**config.mk**
```make
export PLATFORM = sky130hd
export DESIGN_NAME = retire_recovery_ctrl
export DESIGN_NICKNAME = d
export VERILOG_FILES = /design/src/rtl/retire_recovery_ctrl_pkg.sv /design/src/rtl/retire_recovery_ctrl_map_copy_sequencer.sv /design/src/rtl/retire_recovery_ctrl.sv
export SDC_FILE = /design/constraint.sdc
export NUM_CORES = 1
export LEC_CHECK = 0
export CELL_PAD_IN_SITES_DETAIL_PLACEMENT = 0
export CELL_PAD_IN_SITES_GLOBAL_PLACEMENT = 1
export CORE_MARGIN = 2
export CORE_UTILIZATION = 29
export DETAILED_ROUTE_END_ITERATION = 8
export GPL_TIMING_DRIVEN = 1
export PLACE_DENSITY = 0.86
export SLEW_MARGIN = 20
export SYNTH_ARGS = -nofsm -noshare
export SYNTH_HDL_FRONTEND = slang
export SYNTH_SLANG_ARGS = --single-unit
export TNS_END_PERCENT = 1
```
**constraint.sdc**
```tcl
create_clock -name clock -period 3.4 [get_ports clock]
set_clock_uncertainty 0.15 [all_clocks]
set_input_delay 0.68 -clock clock [delete_from_list [all_inputs] [get_ports clock]]
set_output_delay 0.68 -clock clock [all_outputs]
set_load 0.005 [all_outputs]
```
**src/rtl/retire_recovery_ctrl_pkg.sv**
```systemverilog
// rtl/retire_recovery_ctrl_pkg.sv - shared types for branch-mispredict recovery
package retire_recovery_ctrl_pkg;

    localparam int ARCH_REG_SZ     = 32;
    localparam int RECOVERY_COPY_W = 4;

    typedef logic [31:0] addr_t;
    typedef logic [4:0]  reg_idx_t;
    typedef logic [6:0]  phys_tag_t;

    typedef enum logic [1:0] {
        IDLE,
        FLUSH,
        COPY,
        REDIRECT
    } recovery_state_t;

endpackage

```
**src/rtl/retire_recovery_ctrl_map_copy_sequencer.sv**
```systemverilog
// rtl/retire_recovery_ctrl_map_copy_sequencer.sv - chunk counter and lane addresses for the map copy
module map_copy_sequencer
    import retire_recovery_ctrl_pkg::*;
#(
    parameter int ARCH_COUNT = ARCH_REG_SZ,
    parameter int COPY_W     = RECOVERY_COPY_W,
    localparam int CHUNKS    = ARCH_COUNT / COPY_W,
    localparam int CW        = (CHUNKS > 1) ? $clog2(CHUNKS) : 1
) (
    input  logic                    clock,
    input  logic                    reset,
    input  logic                    start,
    input  logic                    active,
    output logic                    done,
    output reg_idx_t [COPY_W-1:0]   addrs
);

    logic [CW-1:0] chunk;

    assign done = active && (chunk == CW'(CHUNKS - 1));

    always_ff @(posedge clock or negedge reset) begin
        if (!reset) begin
            chunk <= '0;
        end else if (start) begin
            chunk <= '0;
        end else if (active) begin
            chunk <= done ? '0 : chunk + 1'b1;
        end
    end

    // Lanes cover consecutive registers of one chunk; zero outside COPY.
    always_comb begin
        for (int k = 0; k < COPY_W; k++) begin
            addrs[k] = active ? reg_idx_t'(int'(chunk) * COPY_W + k) : '0;
        end
    end

endmodule

```
**src/rtl/retire_recovery_ctrl.sv**
```systemverilog
// rtl/retire_recovery_ctrl.sv - flush, map rebuild and fetch redirect after a retire-time mispredict
module retire_recovery_ctrl
    import retire_recovery_ctrl_pkg::*;
#(
    parameter int ARCH_COUNT = ARCH_REG_SZ,
    parameter int COPY_W     = RECOVERY_COPY_W,
    parameter int CNT_W      = 16
) (
    input  logic                    clock,
    input  logic                    reset,
    input  logic                    mispredict_valid,
    input  addr_t                   mispredict_target,
    output reg_idx_t [COPY_W-1:0]   arch_rd_addrs,
    input  phys_tag_t [COPY_W-1:0]  arch_rd_tags,
    output logic [COPY_W-1:0]       map_wr_en,
    output reg_idx_t [COPY_W-1:0]   map_wr_addrs,
    output phys_tag_t [COPY_W-1:0]  map_wr_tags,
    output logic                    flush_out,
    output logic                    freelist_restore,
    output logic                    fetch_redirect_valid,
    output addr_t                   fetch_redirect_pc,
    input  logic                    fetch_redirect_ready,
    output logic                    retire_stall,
    output logic                    recovery_busy,
    output logic [CNT_W-1:0]        recovery_count
);

    recovery_state_t          state;
    addr_t                    target_q;
    logic                     copy_active;
    logic                     copy_done;
    reg_idx_t [COPY_W-1:0]    copy_addrs;

    assign copy_active = (state == COPY);

    map_copy_sequencer #(
        .ARCH_COUNT (ARCH_COUNT),
        .COPY_W     (COPY_W)
    ) u_seq (
        .clock  (clock),
        .reset  (reset),
        .start  (state == FLUSH),
        .active (copy_active),
        .done   (copy_done),
        .addrs  (copy_addrs)
    );

    always_ff @(posedge clock or negedge reset) begin
        if (!reset) begin
            state          <= IDLE;
            target_q       <= '0;
            recovery_count <= '0;
        end else begin
            case (state)
                IDLE: begin
                    if (mispredict_valid) begin
                        target_q <= mispredict_target;
                        state    <= FLUSH;
                    end
                end
                FLUSH: state <= COPY;
                COPY: begin
                    if (copy_done) state <= REDIRECT;
                end
                REDIRECT: begin
                    if (fetch_redirect_ready) begin
                        state <= IDLE;
                        if (recovery_count != '1) recovery_count <= recovery_count + 1'b1;
                    end
                end
                default: state <= IDLE;
            endcase
        end
    end

    // Everything except the tag pass-through is a decode of registered state.
    assign flush_out            = (state == FLUSH);
    assign freelist_restore     = (state == FLUSH);
    assign fetch_redirect_valid = (state == REDIRECT);
    assign fetch_redirect_pc    = (state == REDIRECT) ? target_q : '0;
    assign recovery_busy        = (state != IDLE);
    assign retire_stall         = (state != IDLE);
    assign map_wr_en            = {COPY_W{copy_active}};
    assign arch_rd_addrs        = copy_addrs;
    assign map_wr_addrs         = copy_addrs;
    assign map_wr_tags          = copy_active ? arch_rd_tags : '0;

endmodule

```
Word level (Yosys, flattened, before mapping)
Cells that the tools add are included.
{ "totals": {"register_bits": 53, "out_inout_bits": 125, "word_cells": 37} }
{ "op_classes": {"add_sub_neg": 5, "eq_ne": 8, "mux": 13, "n_reduce_logical": 7} }
{ "op_table": {"columns": ["cell", "count"], "rows": [
  ["$mux 32", 1],
  ["$mux 28", 1],
  ["$mux 5", 4],
  ["$add 16x1->16 const B", 1],
  ["$ne 16x16->1 const B", 1],
  ["$add 5x2->5 const B", 2],
  ["$mux 3", 3],
  ["$pmux 2 s4", 1],
  ["$mux 2", 3],
  ["$reduce_and 3->1", 2],
  ["$add 5x1->5 const B", 1],
  ["$eq 2x2->1 const B", 2],
  ["$ne 2x1->1 const B", 2],
  ["$reduce_bool 2->1", 2],
  ["$add 3x1->3 const B", 1],
  ["$eq 3x3->1 const B", 1],
  ["$eq 2x1->1 const B", 1],
  ["$logic_not 2->1", 1],
  ["$ne 2x2->1 const B", 1],
  ["$reduce_and 2->1", 1],
  ["$logic_and 1x1->1", 1]
]} }

Depth between registers and ports, before layout
{ "logic_depth": {"depth_word": 5, "mapped_depth": 6, "depth_no_buf": 6} }

Modules after synthesis
Synthesis repeated with hierarchy kept, for this count alone.
{ "unflattened": {"cells_unflattened": 286, "hier_area_um2": 3014.1} }
{ "modules_own_cells": {"columns": ["mod", "n_inst", "cells_each", "area_per_inst_um2", "seq_area_each_um2"], "rows": [
  ["retire_recovery_ctrl", 1, 251, 2701.3, 1251.2],
  ["map_copy_sequencer", 1, 35, 312.8, 75.1]
]} }

Worst setup path after synthesis
Ideal clock, no wire load.
{ "synth_timing": {"kind": "register to output", "start": "register state[0]", "end": "output arch_rd_addrs[13] (netlist name)", "arrival_time_ns": 1.584, "required_ns": 2.570, "slack_ns": 0.986, "path_stages_with_launch": 6, "path_buffers": 2, "cell_sequence": "dfrtp_1 inv_1 ha_1 clkbuf_1 and2_1 buf_4"} }
{ "synth_rtl": {"columns": ["item", "line_no", "source"], "rows": [
  ["start, declared", "retire_recovery_ctrl.sv:28", "recovery_state_t state;"],
  ["start signal, assigned", "retire_recovery_ctrl.sv:50", "state <= IDLE;"],
  ["start signal, assigned", "retire_recovery_ctrl.sv:58", "state <= FLUSH;"],
  ["start signal, assigned", "retire_recovery_ctrl.sv:61", "FLUSH: state <= COPY;"],
  ["end, declared", "retire_recovery_ctrl.sv:13", "output reg_idx_t [COPY_W-1:0] arch_rd_addrs,"]
]} }

==> reports/metrics.json <==
{
  "drt_first_iter_violations": {"value": 71},
  "floorplan_core_area": {"value": 10200, "unit": "um2"},
  "antenna_cells": {"value": 0},
  "clkTransAtPathRegs": {"value": 0.09, "unit": "ns"},
  "share_of_the_synthesized_area_in_the_top_cell_type": {"value": 44.0, "unit": "%"},
  "port_buffers": {"value": 180},
  "design.die.area": {"value": 11200, "unit": "um2"},
  "rsz0062_at_grt": {"value": "false"},
  "finish.net_count": {"value": 502},
  "syn-cell-area": {"value": 3020, "unit": "um2"},
  "cts_root_buffer": {"value": "sky130_fd_sc_hd__clkbuf_8"},
  "postSynthAreaPerCell": {"value": 10.6, "unit": "um2"},
  "hold_path_class": {"value": "input pin to async pin"},
  "endpoint_class_of_the_critical_path": {"value": "primary output"},
  "worst-r2r-cell-count": {"value": 6},
  "routed_wirelength": {"value": 8280, "unit": "um"},
  "worst_slew_pin_slew": {"value": 0.811, "unit": "ns"},
  "fin_crit_sh": {"value": 89.5, "unit": "%"},
  "vdd.ir_drop.worst": {"value": 0.281, "unit": "mV"},
  "syn-instance-count": {"value": 285},
  "min_period": {"value": 3.04, "unit": "ns"},
  "grt_max_degree": {"value": 37},
  "remaining_drc_errors": {"value": 0},
  "tns": {"value": 0, "unit": "ns"},
  "synth-seq-area-share": {"value": 44.0, "unit": "%"},
  "cp_data_required_time": {"value": 2.57, "unit": "ns"},
  "io_pins": {"value": 189},
  "routed_via_density": {"value": 4.40},
  "grtUsageTotal": {"value": 14.4, "unit": "%"},
  "chipHeight": {"value": 106, "unit": "um"},
  "netlist.top_cell.by_area": {"value": "sky130_fd_sc_hd__dfrtp_1"},
  "largest_family_of_logic_cells_by_synthesized_area": {"value": "simple AND/OR/NAND/NOR gates"},
  "maxSlewViolCount": {"value": 0},
  "worst_path_largest_cell_delay": {"value": 0.52, "unit": "ns"},
  "chipWidth": {"value": 106, "unit": "um"},
  "antenna_found_initial": {"value": 0},
  "overflow": {"value": 0},
  "cts_tree": {"value": "done"},
  "cts-htree-levels": {"value": 2},
  "yosys-mux-area-fraction": {"value": 12.8, "unit": "%"},
  "data_arrival_at_the_endpoint_of_the_critical_path": {"value": 2.21, "unit": "ns"},
  "ys.warnings.count": {"value": 0},
  "start_util": {"value": 29.5, "unit": "%"},
  "cell_by_cell_listing_of_the_critical_path": {"value": "inv_1 > ha_2 > buf_4 > and2_1 > clkdlybuf4s50_1"},
  "wire_per_inst": {"value": 14.6, "unit": "um"},
  "drive_above_1_share": {"value": 11.8, "unit": "%"},
  "timing_hold_violations_final": {"value": 0},
  "final-setup-viol-count": {"value": 0},
  "run_status": {"value": "complete, no violations"},
  "worst_slew_margin_relative_to_its_limit": {"value": 46.0, "unit": "%"},
  "critical_path.slowest_cell": {"value": "sky130_fd_sc_hd__clkdlybuf4s50_1"},
  "synth_compound_gate_area_share": {"value": 1.49, "unit": "%"},
  "place_congestion": {"value": 0.755},
  "post_layout_nonfiller_instances": {"value": 567},
  "static-leakage-power": {"value": 1.98, "unit": "nW"},
  "cts_max_path_buffers": {"value": 2},
  "post_cts_hold_buffer_count": {"value": 0},
  "largest_fanout_of_any_net_on_the_critical_path": {"value": 25},
  "finalHoldWorstSlack": {"value": 0.313, "unit": "ns"},
  "route.vias.total": {"value": 2497},
  "crit_family": {"value": "buffers and inverters"},
  "place_inst": {"value": 559},
  "setup.worst_path.start_class": {"value": "flop"},
  "synth-simple-area-share": {"value": 21.0, "unit": "%"},
  "power_density": {"value": 640, "unit": "nW/um2"},
  "yosysUniqueCellTypes": {"value": 29},
  "synth_adder_area_share": {"value": 3.32, "unit": "%"},
  "post-dp-hpwl": {"value": 6400, "unit": "um"},
  "max_freq": {"value": 329, "unit": "MHz"},
  "number_of_buffers_created_by_cts": {"value": 5},
  "grt_first_pass_wirelength": {"value": 13100, "unit": "um"},
  "cts.sink_count": {"value": 53},
  "area_delta_synth_final": {"value": 57.9, "unit": "%"},
  "synth.top_cells.by_area": {"value": "sky130_fd_sc_hd__dfrtp_1 44%, sky130_fd_sc_hd__and2_1 13%, sky130_fd_sc_hd__mux2_2 12%"},
  "worstSkewPairLatency": {"value": 0.30, "unit": "ns"},
  "cp.depth": {"value": 5},
  "timing.setup.critical_path_class": {"value": "flop to primary output"},
  "postSynthRegisterBits": {"value": 53},
  "first_global_vias": {"value": 2555},
  "maxCapViolCount": {"value": 0},
  "num_rows": {"value": 37},
  "drt-pass1-iter-count": {"value": 6},
  "crit_buf_inv": {"value": 3},
  "ant_nets": {"value": 0},
  "synth_xor_xnor_area_share": {"value": 4.06, "unit": "%"}
}
state kept, by name, summed over array words and instances (netlist names):
register and flops:
recovery_count 16, state 2, target_q 32, u_seq.chunk 3
power breakdown:
group          switching (mW)  leakage [nW]  total, mW  internal [mW]
Combinational           0.613          1.28       1.69           1.08
Clock                   0.202        0.0450      0.346          0.143
Sequential              0.137         0.657       1.02          0.878
Total                   0.952          1.98       3.05           2.10
logic make-up (layout without fill, tap and decap cells):
kind of cell / Yosys count / after routing
flops: 53 / 53
simple gates: 104 / 104
mux: 34 / 34
xor+xnor: 14 / 14
other cells: 1 / 8
compound gates: 8 / 8
fa+ha+maj: 8 / 8
buf+inv: 63 / 202
placed cells by master (no fill, tap or decap), types with 7 or more instances in the layout:
cell type                         count
sky130_fd_sc_hd__clkdlybuf4s50_1    179
sky130_fd_sc_hd__nand2_1              8
sky130_fd_sc_hd__nand3_1              8
sky130_fd_sc_hd__inv_1               10
sky130_fd_sc_hd__dfrtp_1             53
sky130_fd_sc_hd__ha_1                 7
sky130_fd_sc_hd__conb_1               8
sky130_fd_sc_hd__xor2_1               9
sky130_fd_sc_hd__mux2_2              33
sky130_fd_sc_hd__and2_1              63
timing repair:
item | 4_1_cts | 5_1_grt
setup buffers | 0 | 0
gates resized for setup | 0 | 1
setup endpoints to repair | 0 | 7
per-layer routing:
layer	wire [um]	track usage [%]	up-vias
li1	-	-	1173
met1	3420	17.3	1208
met2	4290	26.9	110
met3	512	3.00	6
met4	57	2.54	0
met5	0	0	-
cell usage after synthesis (all sizes together):
cell	count
mux2	34
dfrtp	53
or2	1
a222oi	1
nor4	4
nor3	6
a21oi	1
nand3b	1
conb	1
nand4	7
buf	46
nand2	8
and2	63
xor2	9
nor2	3
nor3b	1
xnor2	5
or3	1
nand3	8
ha	8
o21ai	6
clkbuf	7
nor4b	1
inv	10
metrics by stage:
stage	total power [mW]	instance area, um2	setup slack, ns	utilization [%]
after floorplan	1.91	3040	0.986	-
after global placement	2.69	4680	0.571	45.7
after detailed placement	2.74	4680	0.476	45.7
after CTS	3.10	4760	0.124	46.5
after global routing	3.27	4760	0.192	46.6
final	3.05	4760	0.358	46.6
worst paths after layout:
path,endpoint,from,slack (ns)
max,map_wr_tags[6],state[0],0.36
min,target_q[9],reset,0.31
max reg2reg,recovery_count[15],state[1],1.24
min reg2reg,target_q[3],target_q[3],0.36
max in group asynchronous,target_q[11],reset,2.05
min in group clock,target_q[3],target_q[3],0.36
cell type report:
cell class	count	area, um2
sequential	53	1330
clock inverter	2	10.0
clock buffer	6	72.6
tap	136	170
inverter	10	37.5
timing repair buffer	184	1830
multi-input combinational	176	1320
fill	948	5470
No activity file was read; power rests on OpenSTA's default activity.
==> patch 1, RTL diff (same flow settings) <==
Register the output `fetch_redirect_pc`; this adds one clock of latency there. The other outputs are not delayed to match.
--- a/src/rtl/retire_recovery_ctrl.sv
+++ b/src/rtl/retire_recovery_ctrl.sv
@@ -79,3 +79,5 @@
     assign fetch_redirect_valid = (state == REDIRECT);
-    assign fetch_redirect_pc    = (state == REDIRECT) ? target_q : '0;
+    always_ff @(posedge clock) begin
+        fetch_redirect_pc <= (state == REDIRECT) ? target_q : '0;
+    end
     assign recovery_busy        = (state != IDLE);
Behaviour: no difference found for any inputs over 10 cycles, from zero or initial values and one cycle with reset low; that may be too few to reach the edited logic, so the function may still have changed.
==> patch 1 against the original RTL <==
Maximum frequency up 0.19%; synthesized cell count up 13%; utilization fell by 1.3 points; sequential cell count grew 32; synthesized area rose by 22%; design area grew 19%; power up 37%; wire length up 3.2%; setup slack better by 5.8 ps; largest power group unchanged; highest routed layer unchanged; worst hold slack got worse by 120 ps; clock power increased to 2.8 times the old value; first-iteration DRC count unchanged.
==> patch 1: results (changes against the original RTL) <==
- Fraction of synthesized area in multiplexers: 10.52% (-2.3 points)
- Critical path launch point: state[0]
- Post-layout worst setup margin: 364.1 ps (+5.842 ps)
- FILL cells: 1187 (+25%)
- Clock buffer count from CTS: 9 (+4)
- Total placed cells including tap cells: 630 (+13%)
- Pin count of the biggest net entering global routing: 44 (+19%)
- H-Tree Depth: 3 (+1)
- Adder-cell share of the synthesized area: 2.725% (-0.59 points)
- Headroom to the max-slew limit: 62.10% (+16 points)
- Registers with the most flip-flops: fetch_redirect_pc: 32 flops, target_q: 32 flops, recovery_count: 16 flops
- Total leakage power: 2.298 nW (+16%)
- Fraction of registers with async set/reset: 62.35% (-38 points)
- Share of cells above drive strength 1: 12.24% (+0.40 points)
- DRT Pass-1 Iters: 7 (+1)
- Total Wirelength: 8.545 mm (+3.2%)
- Max rail drop VDD: 0.0003517 V (+25%)
- Cell depth of the worst flop-to-flop path: 5 (-1)
- Count of cell types in the netlist: 31 (+6.9%)
- Overall fraction of global-route tracks in use: 12.41% (-2.0 points)
- Power per standard cell area: 736.7 mW/mm^2 (+15%)
- Top cells by area, synth: dfrtp_1 36%, dfxtp_1 17%, and2_1 11%
- Clk pin slew, worst setup/hold paths: 60 ps (-30 ps)
- Later-pin clock latency in the skew report: 340 ps (+40 ps)
- Cell area reported after detailed placement: 0.005370 mm^2 (+15%)
- Status: finished clean
- Worst slack at placement: 683.5 ps (+207.2 ps)
- Xor-xnor portion of the synthesized cell area: 3.099% (-0.97 points)
- Worst-path maximum fanout: 40 (+60%)
- Destination of the critical timing path: map_wr_tags[8]
- Compound-cell area share of the yosys netlist: 2.112% (+0.62 points)
- Most common library cells after synthesis: 64 x and2_1, 53 x dfrtp_1, 43 x buf_4
- Dpl hpwl: 6.349 mm (-0.81%)
- Nets@finish: 541 (+7.8%)
- Average vias per placed instance: 4.167 (-5.4%)
- Gate count after technology mapping: 321 (+13%)
- Capture instance of the worst register-to-register path: recovery_count[12]
- FF-to-FF setup slack: 1150 ps (-90 ps)
- Global-route wire length before repair: 12.77 mm (-2.2%)
- Largest delay share family, worst path: buffers and inverters
## patch 1: routing by layer
| metal | up-vias | part of all wire [%] | track usage [%] | routed length (um) |
|---|---|---|---|---|
| li1 | 1293 | - | - | - |
| met1 | 1290 | 41 | 13.90 | 3501 |
| met2 | 103 | 50 | 21.43 | 4272 |
| met3 | 6 | 8.2 | 4.982 | 700 |
| met4 | 0 | 0.83 | 4.392 | 71 |
| met5 | - | 0 | 0 | 0 |
## patch 1: power breakdown
part / internal, mW / switching, mW / total, mW
Combinational: 1.08 / 0.596 / 1.67
Sequential: 1.37 / 0.158 / 1.52
Clock: 0.576 / 0.406 / 0.982
Total: 3.02 / 1.16 / 4.18
## patch 1: layout make-up
type	instances	area share, %
Inverter	10	0.6618
Clock inverter	6	1.235
Multi-Input combinational cell	179	23.34
Clock buffer	10	4.037
Sequential cell	85	34.68
Timing Repair Buffer	184	32.25
Tap cell	172	3.794
==> patch 2, RTL diff (config.mk and constraints unchanged) <==
Made on the original files. The parameter `CNT_W` goes from 16 to 18.
--- a/src/rtl/retire_recovery_ctrl.sv
+++ b/src/rtl/retire_recovery_ctrl.sv
@@ -6,3 +6,3 @@
     parameter int COPY_W     = RECOVERY_COPY_W,
-    parameter int CNT_W      = 16
+    parameter int CNT_W      = 18
 ) (
Ports: changed (resized recovery_count); port bits go from 189 to 191. No check against the original RTL was run, so the function may have changed too.
==> patch 2 against the original RTL <==
Design area is 2.7% higher; setup slack worse by 4.0 ps; power is 1.8% higher; wire length is 1.4% lower; sequential cell count is 2 higher; sequential share of layout area is 0.30 points higher; synthesized area is 2.9% higher; clock power is 13% higher.
==> patch 2: results (changes against the original RTL) <==
- Registers with the most flip-flops: target_q: 32 flops, recovery_count: 18 flops, u_seq.chunk: 3 flops
- Worst-path maximum fanout: 46 (+84%)
- Nets@finish: 511 (+1.8%)
- Clk buf depth: 2 (unchanged)
- DRT Pass-1 Iters: 4 (-2)
- Prevailing post-synth register cell: dfrtp_1
- Routed wirelength normalized by instance count: 14.17 um (-3.0%)
- Number of I/O port buffers: 182 (+1.1%)
- Total leakage power: 2.019 nW (+2.0%)
- Later-pin clock latency in the skew report: about 310 ps
- Share of the yosys chip area belonging to registers: 44.32% (+0.35 points)
- Synth warn: 0 (unchanged)
- Top cells by area, synth: dfrtp_1 44%, and2_1 13%, mux2_2 12%
- Number of global-route vias before repair: 2505 (-2.0%)
- Max rail drop VDD: 0.0002616 V (-7.0%)
- Average vias per placed instance: 4.354 (-1.1%)
- Synthesized area per cell: 10.67 um^2 (+0.82%)
- Capture instance of the worst register-to-register path: recovery_count[15]
- Initial antenna violation count: 0 (unchanged)
- H-Tree Depth: 2 (unchanged)
- Global-route wire length before repair: 12.68 mm (-2.9%)
- Count of cell types in the netlist: 33 (+14%)
- Share of total power consumed by net switching: 31.09% (-0.13 points)
- FF-to-FF setup slack: 1030 ps (-210 ps)
- Total setup buffers inserted after CTS: 0 (unchanged)
- Post-Syn Area: 0.003105 mm^2 (+2.9%)
- Final weighted congestion of routability-driven global placement: 0.7356 (-2.6%)
- Dpl hpwl: 6.223 mm (-2.8%)
- Cts repair resizes: 0 (unchanged)
- Arrival time at the worst endpoint: roughly 2200 ps
- Most common library cells after synthesis: 64 x and2_1, 55 x dfrtp_1, 43 x buf_4
- Headroom to the max-slew limit: 36.15% (-9.8 points)
- Cell area reported after detailed placement: 0.004792 mm^2 (+2.4%)
- Clock buffer count from CTS: 5 (unchanged)
- Pin count of the biggest net entering global routing: 47 (+27%)
- Cell depth of the worst flop-to-flop path: 7 (+1)
- Worst flop-to-flop path startpoint: state[1]
- Worst slack at placement: 654.3 ps (+177.9 ps)
- Overall fraction of global-route tracks in use: 13.71% (-0.74 points)
- Class of the worst hold path: in2async
- CTS Root Buffer Type: clkbuf_8
- Antenna diode count: 0 (unchanged)
- Clk pin slew, worst setup/hold paths: 100 ps
- Drt first-iter violations: 64 (-9.9%)
- Total placed cells including tap cells: 568 (+1.6%)
- Fraction of registers with async set/reset: 100.0% (unchanged)
- Total Wirelength: 8.161 mm (-1.4%)
- Status: finished clean
- Share of cells above drive strength 1: 12.05% (+0.21 points)
## patch 2: cell types whose count changed after synthesis, moves of 3 or more
| cell | before | now |
|---|---|---|
| xnor2_1 | 5 | 10 |
| xor2_1 | 9 | 4 |
| nand4_1 | 6 | 2 |
| a21oi_1 | 1 | 4 |
| nor3_1 | 6 | 3 |
| nor4_1 | 3 | 0 |
## patch 2: worst max path at each step
stage	start	to	slack, ps	cells past startpoint
4_1_cts	state[0]	arch_rd_addrs[19]	300	5
3_3_place_gp	arch_rd_tags[27]	map_wr_tags[27]	730	3
2_1_floorplan	state[0]	arch_rd_addrs[12]	990	5
6_report	state[0]	arch_rd_addrs[19]	350	5
5_1_grt	state[0]	map_wr_addrs[14]	180	5
3_5_place_dp	state[0]	arch_rd_addrs[19]	650	5
## patch 2: power groups by stage
stage                     clock network, mW  logic [mW]  registers, mW
after floorplan                           0       0.932           1.01
after global placement                    0        1.68           1.03
after detailed placement                  0        1.71           1.05
after CTS                             0.411        1.72           1.03
after global routing                  0.434        1.85           1.07
final                                 0.391        1.68           1.03
## patch 2: area by class of cell
cell class / instances / area [um^2]
inverter: 9 / 33.78
clock inverter: 2 / 16.27
multi-input combinational: 182 / 1365
clock buffer: 6 / 82.58
sequential: 55 / 1376
timing repair buffer: 186 / 1847
tap: 136 / 170.2
fill: 987 / 5479
## patch 2: through the flow
step	hold WS (ps)	power, mW
2_1_floorplan	234.4	1.938
3_3_place_gp	329.3	2.711
3_5_place_dp	337.2	2.762
4_1_cts	360.5	3.164
5_1_grt	373.3	3.352
6_report	355.7	3.105
## patch 2: kinds of logic (layout without fill, tap and decap cells)
group | Yosys count | after routing | synth area share [%]
AOI/OAI and AO/OA | 16 | 16 | 3.385
xor gates and xnor gates | 14 | 14 | 3.948
adders and majority gates | 8 | 8 | 3.223
buffers and inverters | 61 | 203 | 12.57
DFF | 55 | 55 | 44.32
muxes | 33 | 33 | 11.97
other | 1 | 8 | 0.1208
and+or+nand+nor | 103 | 103 | 20.47
## patch 2: worst max-delay path, cell delays in order (launching register included)
cell and delay [ps]:
dfrtp_1 410, inv_1 120, ha_1 150, buf_4 310
and2_1 340, clkdlybuf4s50_1 560
## patch 2: routing by layer
metal / vias to the layer above / track usage [%] / routed length (um)
li1: 1199 / - / -
met1: 1190 / 16.07 / 3212
met2: 113 / 24.71 / 4097
met3: 6 / 4.298 / 793
met4: 0 / 2.473 / 58
met5: - / 0 / 0
